### src/rtl/drbg_request_arbiter.sv
// Shares one Hash_DRBG generator among NUM_REQ consumers. Requests are served round-robin and each block is held for HOLD_CYCLES.
// Optional watchdog on the generator handshake: define DRBG_ARB_TIMEOUT_EN.
module drbg_request_arbiter #(
  parameter int NUM_REQ     = 2,
  parameter int DATA_WIDTH  = 256,
  parameter int HOLD_CYCLES = 4,
  parameter int TIMEOUT     = 1023
) (
  input  logic                  clk,
  input  logic                  reset,
  input  logic [NUM_REQ-1:0]    req,
  input  logic                  gen_busy,
  input  logic [DATA_WIDTH-1:0] gen_data,
  input  logic                  gen_data_valid,
  output logic                  gen_next,
  output logic [DATA_WIDTH-1:0] data_out,
  output logic [NUM_REQ-1:0]    data_valid,
  output logic [NUM_REQ-1:0]    grant,
  output logic                  timeout_err
);

  localparam int IW = (NUM_REQ > 1) ? $clog2(NUM_REQ) : 1;
  localparam int HW = (HOLD_CYCLES > 1) ? $clog2(HOLD_CYCLES) : 1;

  typedef enum logic [2:0] {
    IDLE      = 3'd0,
    ISSUE     = 3'd1,
    WAIT_LOW  = 3'd2,
    WAIT_DATA = 3'd3,
    DELIVER   = 3'd4
  } state_t;

  state_t               state;
  logic [NUM_REQ-1:0]   pending;
  logic [NUM_REQ-1:0]   clear_mask;
  logic [IW-1:0]        last_grant;
  logic [IW-1:0]        grant_idx;
  logic [IW-1:0]        rr_idx;
  logic                 rr_found;
  logic [HW-1:0]        hold;
  logic                 hold_done;
  logic                 wd_expired;
  int                   cand;

  // Round-robin pick: walk from last_grant+NUM_REQ down to last_grant+1 so the nearest pending requester wins.
  always_comb begin
    rr_found = 1'b0;
    rr_idx   = '0;
    cand     = 0;
    for (int k = NUM_REQ; k >= 1; k--) begin
      cand     = (int'(last_grant) + k) % NUM_REQ;
      rr_found = rr_found | pending[IW'(cand)];
      rr_idx   = pending[IW'(cand)] ? IW'(cand) : rr_idx;
    end
  end

  assign hold_done  = (hold == HW'(HOLD_CYCLES - 1));
  assign clear_mask = ((state == DELIVER) && hold_done) ? grant : {NUM_REQ{1'b0}};

`ifdef DRBG_ARB_TIMEOUT_EN
  localparam int WW = $clog2(TIMEOUT + 1);
  logic [WW-1:0] watchdog;

  assign wd_expired = ((state == WAIT_LOW) || (state == WAIT_DATA)) && (watchdog == WW'(TIMEOUT - 1));

  // Watchdog spans both wait states of one transaction.
  always_ff @(posedge clk) begin
    if (reset) begin
      watchdog <= '0;
    end else if (state == ISSUE) begin
      watchdog <= '0;
    end else if ((state == WAIT_LOW) || (state == WAIT_DATA)) begin
      watchdog <= watchdog + WW'(1);
    end else begin
      watchdog <= watchdog;
    end
  end
`else
  assign wd_expired = 1'b0;
`endif

  // Request bookkeeping and transaction FSM; a req in the clearing cycle re-arms pending.
  always_ff @(posedge clk) begin
    if (reset) begin
      state       <= IDLE;
      pending     <= '0;
      grant       <= '0;
      grant_idx   <= '0;
      last_grant  <= IW'(NUM_REQ - 1);
      data_valid  <= '0;
      data_out    <= '0;
      gen_next    <= 1'b0;
      hold        <= '0;
      timeout_err <= 1'b0;
    end else begin
      pending <= (pending & ~clear_mask) | req;
      case (state)
        IDLE: begin
          if (rr_found && !gen_busy) begin
            grant_idx <= rr_idx;
            grant     <= NUM_REQ'(1) << rr_idx;
            gen_next  <= 1'b1;
            state     <= ISSUE;
          end else begin
            gen_next <= 1'b0;
            state    <= IDLE;
          end
        end
        ISSUE: begin
          gen_next <= 1'b0;
          state    <= WAIT_LOW;
        end
        WAIT_LOW, WAIT_DATA: begin
          if (wd_expired) begin
            timeout_err <= 1'b1;
            last_grant  <= grant_idx;
            grant       <= '0;
            state       <= IDLE;
          end else if (state == WAIT_LOW) begin
            state <= gen_data_valid ? WAIT_LOW : WAIT_DATA;
          end else if (gen_data_valid) begin
            data_out   <= gen_data;
            data_valid <= grant;
            hold       <= '0;
            state      <= DELIVER;
          end else begin
            state <= WAIT_DATA;
          end
        end
        DELIVER: begin
          if (hold_done) begin
            data_valid <= '0;
            last_grant <= grant_idx;
            grant      <= '0;
            state      <= IDLE;
          end else begin
            hold <= hold + HW'(1);
          end
        end
        default: begin
          state      <= IDLE;
          grant      <= '0;
          data_valid <= '0;
          gen_next   <= 1'b0;
        end
      endcase
    end
  end

endmodule

### config.mk
export PLATFORM = sky130hd
export DESIGN_NAME = drbg_request_arbiter
export DESIGN_NICKNAME = d
export VERILOG_FILES = /design/src/rtl/drbg_request_arbiter.sv
export SDC_FILE = /design/constraint.sdc
export NUM_CORES = 1
export LEC_CHECK = 0
export CAP_MARGIN = 10
export CORE_AREA = 2 2 202 204
export DETAILED_ROUTE_END_ITERATION = 16
export DIE_AREA = 0 0 204 206
export PLACE_DENSITY = 0.53
export SYNTH_ARGS = -nofsm -noshare
export SYNTH_HDL_FRONTEND = slang
export SYNTH_SLANG_ARGS = --single-unit
### constraint.sdc
create_clock -name clk -period 2 [get_ports clk]
set_clock_uncertainty 0.15 [all_clocks]
set_input_delay 0.3 -clock clk [delete_from_list [all_inputs] [get_ports clk]]
set_output_delay 0.3 -clock clk [all_outputs]
set_load 0.02 [all_outputs]
==> results of run 1 <==
==> path summary, 6_finish.rpt <==
check | start | endpoint | slack, ps | cells past startpoint
max | data_out[238] | data_out[238] | 60 | 1
min | gen_data[5] | data_out[5] | 170 | 3
max reg2reg | state[2] | data_out[245] | 300 | 5
min reg2reg | data_out[149] | data_out[149] | 300 | 2
==> what timing repair did <==
item | in CTS | in global routing
endpoints found under the setup margin | 17 | 25
resized for setup | 17 | 25
pin swaps | 0 | 0
hold buffers | 1 | 0
hold endpoints to repair | 5 | 0
==> Yosys cell counts (all sizes together), types with 2 or more instances <==
library cell / n / area [sq um]
a21oi: 260 / 1300
a32o: 2 / 20.0
buf: 56 / 285
clkbuf: 35 / 131
dfxtp: 269 / 5390
inv: 2 / 7.51
nand2: 515 / 1930
nand3: 2 / 10.0
nand3b: 2 / 15.0
nor2: 7 / 26.3
nor2b: 2 / 12.5
nor4b: 2 / 23.8
o21ai: 3 / 15.0
o2bb2ai: 2 / 17.5
or3b: 2 / 17.5
==> per-stage QoR <==
step | hold slack (ps) | util [%] | area, sq um | setup slack, ps
final | 175 | 41.4 | 16600 | 57.7
after global routing | 154 | 41.4 | 16600 | 0.325
after CTS | 129 | 41.2 | 16600 | 0.528
after detailed placement | 296 | 38.3 | 15400 | 56.9
after global placement | 287 | 38.3 | 15400 | 66.9
after floorplan | 277 | - | 9340 | 555
==> logic make-up (layout without fill, tap and decap cells) <==
group | Yosys count | in the layout | synth area share (%)
AND/OR/NAND/NOR | 541 | 541 | 22.6
AO/OA/AOI/OAI | 273 | 273 | 15.0
flip-flops | 269 | 269 | 57.7
buffers and inverters | 93 | 630 | 4.54
adder cells (fa/ha/maj) | 1 | 1 | 0.134
other | 1 | 1 | 0.0402
==> routing by layer <==
layer  up-vias  global-route usage, %
met5         -                      0
met2       357                   26.5
met4         0                   5.67
li1       4826                      -
met3        45                   5.60
met1      4338                   17.8
==> layout make-up <==
cell class | instances | area [sq um]
Clock inverter | 8 | 140
Timing Repair Buffer | 566 | 5850
Sequential cell | 269 | 5390
Multi-Input combinational cell | 816 | 3530
Fill cell | 4092 | 23600
Clock buffer | 54 | 1040
Tap cell | 532 | 666
Inverter | 2 | 7.51
==> sequential cells by signal, summed over array words and instances, names as in the netlist <==
signal and flops:
hold 2, data_valid 2, data_out 256, pending 1
gen_next 1, state 3, last_grant 1, grant_idx 1
grant 2
==> power by group through the flow <==
stage | registers, mW | clock network (mW) | logic (mW)
final | 5.40 | 6.39 | 0.789
after detailed placement | 5.52 | 0 | 0.790
after global placement | 5.52 | 0 | 0.790
after CTS | 5.40 | 6.62 | 0.797
after global routing | 5.40 | 6.85 | 0.842
after floorplan | 5.54 | 0 | 0.142
==> tightest hold or removal path: cells and delay by family <==
family | cells | cell delay (ps)
AOI/OAI and AO/OA | 1 | 50
buffers and inverters | 1 | 400
and+or+nand+nor | 1 | 50
==> cells in the final DEF, fill, tap and decap left out, types with 2 or more instances in the layout <==
master,count
clkbuf_16,37
clkbuf_8,6
dlymetal6s2s_1,25
dlygate4sd2_1,17
nor2_1,7
or3b_1,2
o2bb2ai_1,2
clkbuf_1,12
buf_12,20
buf_4,24
nor2b_1,2
clkinv_2,4
nand2_1,515
nand3b_1,2
clkdlybuf4s50_1,478
inv_1,2
a21oi_1,260
bufinv_16,4
nand3_1,2
a32o_1,2
o21ai_0,3
dfxtp_1,269
==> results.py, run 1 <==
metrics = {
    "outcome": {
        "outcome": "complete, no violations",
    },
    "worst_setup_path": {
        "crit_path_top_delay_cell": "clkdlybuf4s50_1",
        "path_buf_inv": 1,
        "start_kind": "flop",
        "required_ps": 1550,
        "worstPathArrival_ps": 1490,
        "worstSetupPathType": "flop to output pin",
        "crit_chain": "clkdlybuf4s50_1",
        "path_delay_family": "buffers and inverters",
        "slowest_delay_ps": 640,
        "cp_max_fo": 2,
        "worst_setup_path_end_kind": "output pin",
    },
    "global_routing": {
        "antenna_found_initial": 0,
        "grt_usage_pct": 15.5,
        "grt-ovfl-total": 0,
        "grt_pass1_wl_microns": 51300,
        "grt_pass1_vias": 9089,
        "grt_max_degree": 84,
    },
    "final_layout": {
        "antenna_cells": 0,
        "syn2layout_area_growth_pct": 78.0,
        "fin_nets": 1952,
        "drive_gt1_share_pct": 5.77,
        "stdcell_count": 2247,
    },
    "pwr": {
        "power_density_nw_per_um2": 757,
        "switching_share_pct": 20.5,
        "p_seq_share_pct": 42.9,
        "power.total_mw": 12.6,
        "clockPowerShare_pct": 50.8,
        "vdd_drop_max_mv": 0.642,
        "total_leakage_power_nw": 6.10,
        "power_switching_mw": 2.58,
        "p_int_mw": 9.99,
        "pwr-share-comb_pct": 6.3,
    },
    "logic_synthesis": {
        "ys_seq_elements": 269,
        "seq_area_frac_synth_pct": 57.7,
        "syn_area_sq_um": 9340,
        "yosysUniqueCellTypes": 34,
        "synth_area_per_cell_sq_um": 7.93,
        "synth-main-ff-cell": "dfxtp_1",
        "synth-edff-count": 0,
        "ys_warn_count": 0,
        "postSynth.asyncResetShare_pct": 0,
        "synth_cells": 1178,
        "syn-num-nets": 1441,
    },
    "timing": {
        "hold_violations": 0,
        "max_clock_freq_ghz": 0.515,
        "post-route-period-util_pct": 97.1,
        "fin_tns_setup_ps": 0,
        "setup_viol": 0,
        "period_minus_slack_ps": 1940,
        "rsz0062_at_grt": "no",
        "slew_viol_final": 0,
    },
    "place": {
        "dpl.hpwl_microns": 25400,
        "place_inst": 2184,
        "gp_congestion": 0.843,
        "io_buffers": 521,
    },
    "cts": {
        "numCtsBuffers": 34,
        "path_clk_slew_ps": 50,
        "worstSkewPairLatency_ps": 510,
        "cts_tree": "done",
        "clk_path_buf_depth": 3,
        "clkSinkCount": 269,
        "root_buffer": "clkbuf_16",
        "htree_levels": 2,
        "postCtsSetupBuffers": 0,
    },
    "die": {
        "fp.dieH_microns": 206,
        "fp.dieW_microns": 204,
        "io_pins": 524,
        "design.core.area_sq_um": 40200,
        "dieArea_sq_um": 42000,
        "row_count": 74,
        "start_util_pct": 23.2,
    },
    "route": {
        "drtIter0Drc": 438,
        "dr.pass1.iters": 4,
        "wirelength_microns": 34700,
        "route.met3.wl_microns": 3270,
        "via_per_inst": 4.26,
        "wl_met2_microns": 16500,
        "route.top_layer_used": "met4",
        "vias": 9566,
        "met1Wirelength_microns": 14100,
        "post_drt_wl_per_cell_microns": 15.5,
        "drc": 0,
        "antenna_left": 0,
    },
    "min_path": {
        "hp-class": "primary input to flop",
    },
    "flow_run": {
        "maxCapViolCount": 0,
    },
}
Note: power is estimated with default switching activity, not from simulation.
==> inputs of run 2 (changes only) <==
--- a/config.mk
+++ b/config.mk
@@ -10,6 +10,7 @@
 export DETAILED_ROUTE_END_ITERATION = 16
 export DIE_AREA = 0 0 204 206
 export PLACE_DENSITY = 0.53
+export SKIP_CTS_REPAIR_TIMING = 1
 export SYNTH_ARGS = -nofsm -noshare
 export SYNTH_HDL_FRONTEND = slang
 export SYNTH_SLANG_ARGS = --single-unit
==> run 2 against run 1 <==
Net effect:
- largest power group unchanged
- clock power about the same
- combinational power hardly changed
- clock-buffer cell count unchanged
- hold slack lost 150 ps
- power hardly changed
- fmax fell by 0.18%
- register-to-register slack barely moved
==> results.py, run 2 (synthesis results as in run 1) <==
metrics = {
    "die": {
        "io_pins": 524,
        "start_util_pct": 23.2,
        "fp.dieW_microns": 204,
        "dieArea_sq_um": 42000,
        "design.core.area_sq_um": 40200,
        "fp.dieH_microns": 206,
        "row_count": 74,
    },
    "pwr": {
        "switching_share_pct": 20.5,
        "p_seq_share_pct": 42.9,
        "pwr-share-comb_pct": 6.3,
        "vdd_drop_max_mv": 0.643,
        "power_density_nw_per_um2": 754,
        "power_switching_mw": 2.58,
        "p_int_mw": 9.99,
        "power.total_mw": 12.6,
        "total_leakage_power_nw": 6.31,
        "clockPowerShare_pct": 50.8,
    },
    "global_routing": {
        "grt_pass1_wl_microns": 51300,
        "grt_pass1_vias": 9083,
        "antenna_found_initial": 0,
        "grt-ovfl-total": 0,
        "grt_usage_pct": 15.5,
        "grt_max_degree": 84,
    },
    "timing": {
        "slew_viol_final": 0,
        "fin_ws_ps": 54.3,
        "post-route-period-util_pct": 97.3,
        "setup_viol": 0,
        "period_minus_slack_ps": 1950,
        "rsz0062_at_grt": "no",
        "hold_violations": 0,
        "max_clock_freq_ghz": 0.514,
    },
    "worst_setup_path": {
        "worstSetupPathType": "flop to output pin",
        "path_delay_family": "buffers and inverters",
        "worst_setup_path_end_kind": "output pin",
        "crit_chain": "clkdlybuf4s50_1",
        "path_buf_inv": 1,
        "slowest_delay_ps": 640,
        "required_ps": 1550,
        "crit_path_top_delay_cell": "clkdlybuf4s50_1",
        "cp_max_fo": 2,
        "start_kind": "flop",
        "worstPathArrival_ps": 1500,
    },
    "route": {
        "dr.pass1.iters": 4,
        "drc": 0,
        "via_per_inst": 4.25,
        "post_drt_wl_per_cell_microns": 15.5,
        "wirelength_microns": 34700,
        "antenna_left": 0,
        "drtIter0Drc": 435,
        "vias": 9545,
    },
    "final_layout": {
        "regArea_sq_um": 5390,
        "largest-register": "data_out",
        "n_fill_cell": 4084,
        "drive_gt1_share_pct": 5.78,
        "layout_common_cells": "nand2_1, clkdlybuf4s50_1, dfxtp_1",
        "multi_input_area_sq_um": 3530,
        "syn2layout_area_growth_pct": 78.5,
        "final_common_cell": "nand2_1",
        "largest_reg_flops": 256,
        "fin_nets": 1951,
        "largestRegisters": "data_out (256), state (3)",
        "antenna_cells": 0,
    },
    "cts": {
        "numCtsBuffers": 34,
        "htree_levels": 2,
        "cts_tree": "done",
        "clk_path_buf_depth": 3,
        "clkSinkCount": 269,
        "worstSkewPairLatency_ps": 510,
        "root_buffer": "clkbuf_16",
        "path_clk_slew_ps": 50,
    },
    "place": {
        "post-place-ws_ps": 56.9,
        "io_buffers": 521,
        "gp_congestion": 0.843,
        "dpl.hpwl_microns": 25400,
    },
    "flow_run": {
        "maxCapViolCount": 0,
    },
    "min_path": {
        "hp-class": "primary input to flop",
    },
    "outcome": {
        "outcome": "complete, no violations",
    },
}
[run 2: power groups by stage]
stage | Sequential (mW) | Clock, mW | Combinational, mW
finish | 5.40 | 6.39 | 0.789
global route | 5.40 | 6.85 | 0.842
CTS | 5.40 | 6.62 | 0.797
detailed placement | 5.52 | 0 | 0.790
global placement | 5.52 | 0 | 0.790
floorplan | 5.54 | 0 | 0.142
[run 2: per-stage QoR]
step	TNS, ps	std cells	utilization, %	hold slack (ps)	area [sq um]
after CTS	-448	2246	41.2	-5.78	16600
final	0	2246	41.5	22.5	16700
after floorplan	0	1178	-	277	9340
after global placement	0	2184	38.3	287	15400
after detailed placement	0	2184	38.3	296	15400
after global routing	0	2246	41.5	10.1	16700
[run 2: routing by layer]
layer | track usage, % | wire length (microns) | vias to the layer above
met1 | 17.8 | 14100 | 4315
met2 | 26.6 | 16500 | 360
met4 | 5.54 | 786 | 0
met5 | 0 | 0 | -
li1 | - | - | 4825
met3 | 5.58 | 3300 | 45
[run 2: layout make-up]
type / count / share of cell area, %
tap: 532 / 3.99
timing repair buffer: 565 / 35.4
sequential: 269 / 32.3
multi-input combinational: 816 / 21.2
inverter: 2 / 0.0450
clock buffer: 54 / 6.24
clock inverter: 8 / 0.841
[run 2: final timing paths]
path / from / to / slack [ps] / depth (start not counted)
worst max-delay path: data_out[238] / data_out[238] / 50 / 1
worst min-delay path: reset / data_out[2] / 20 / 2
worst max register to register: state[2] / data_out[238] / 300 / 5
worst min register to register: data_out[149] / data_out[149] / 300 / 2
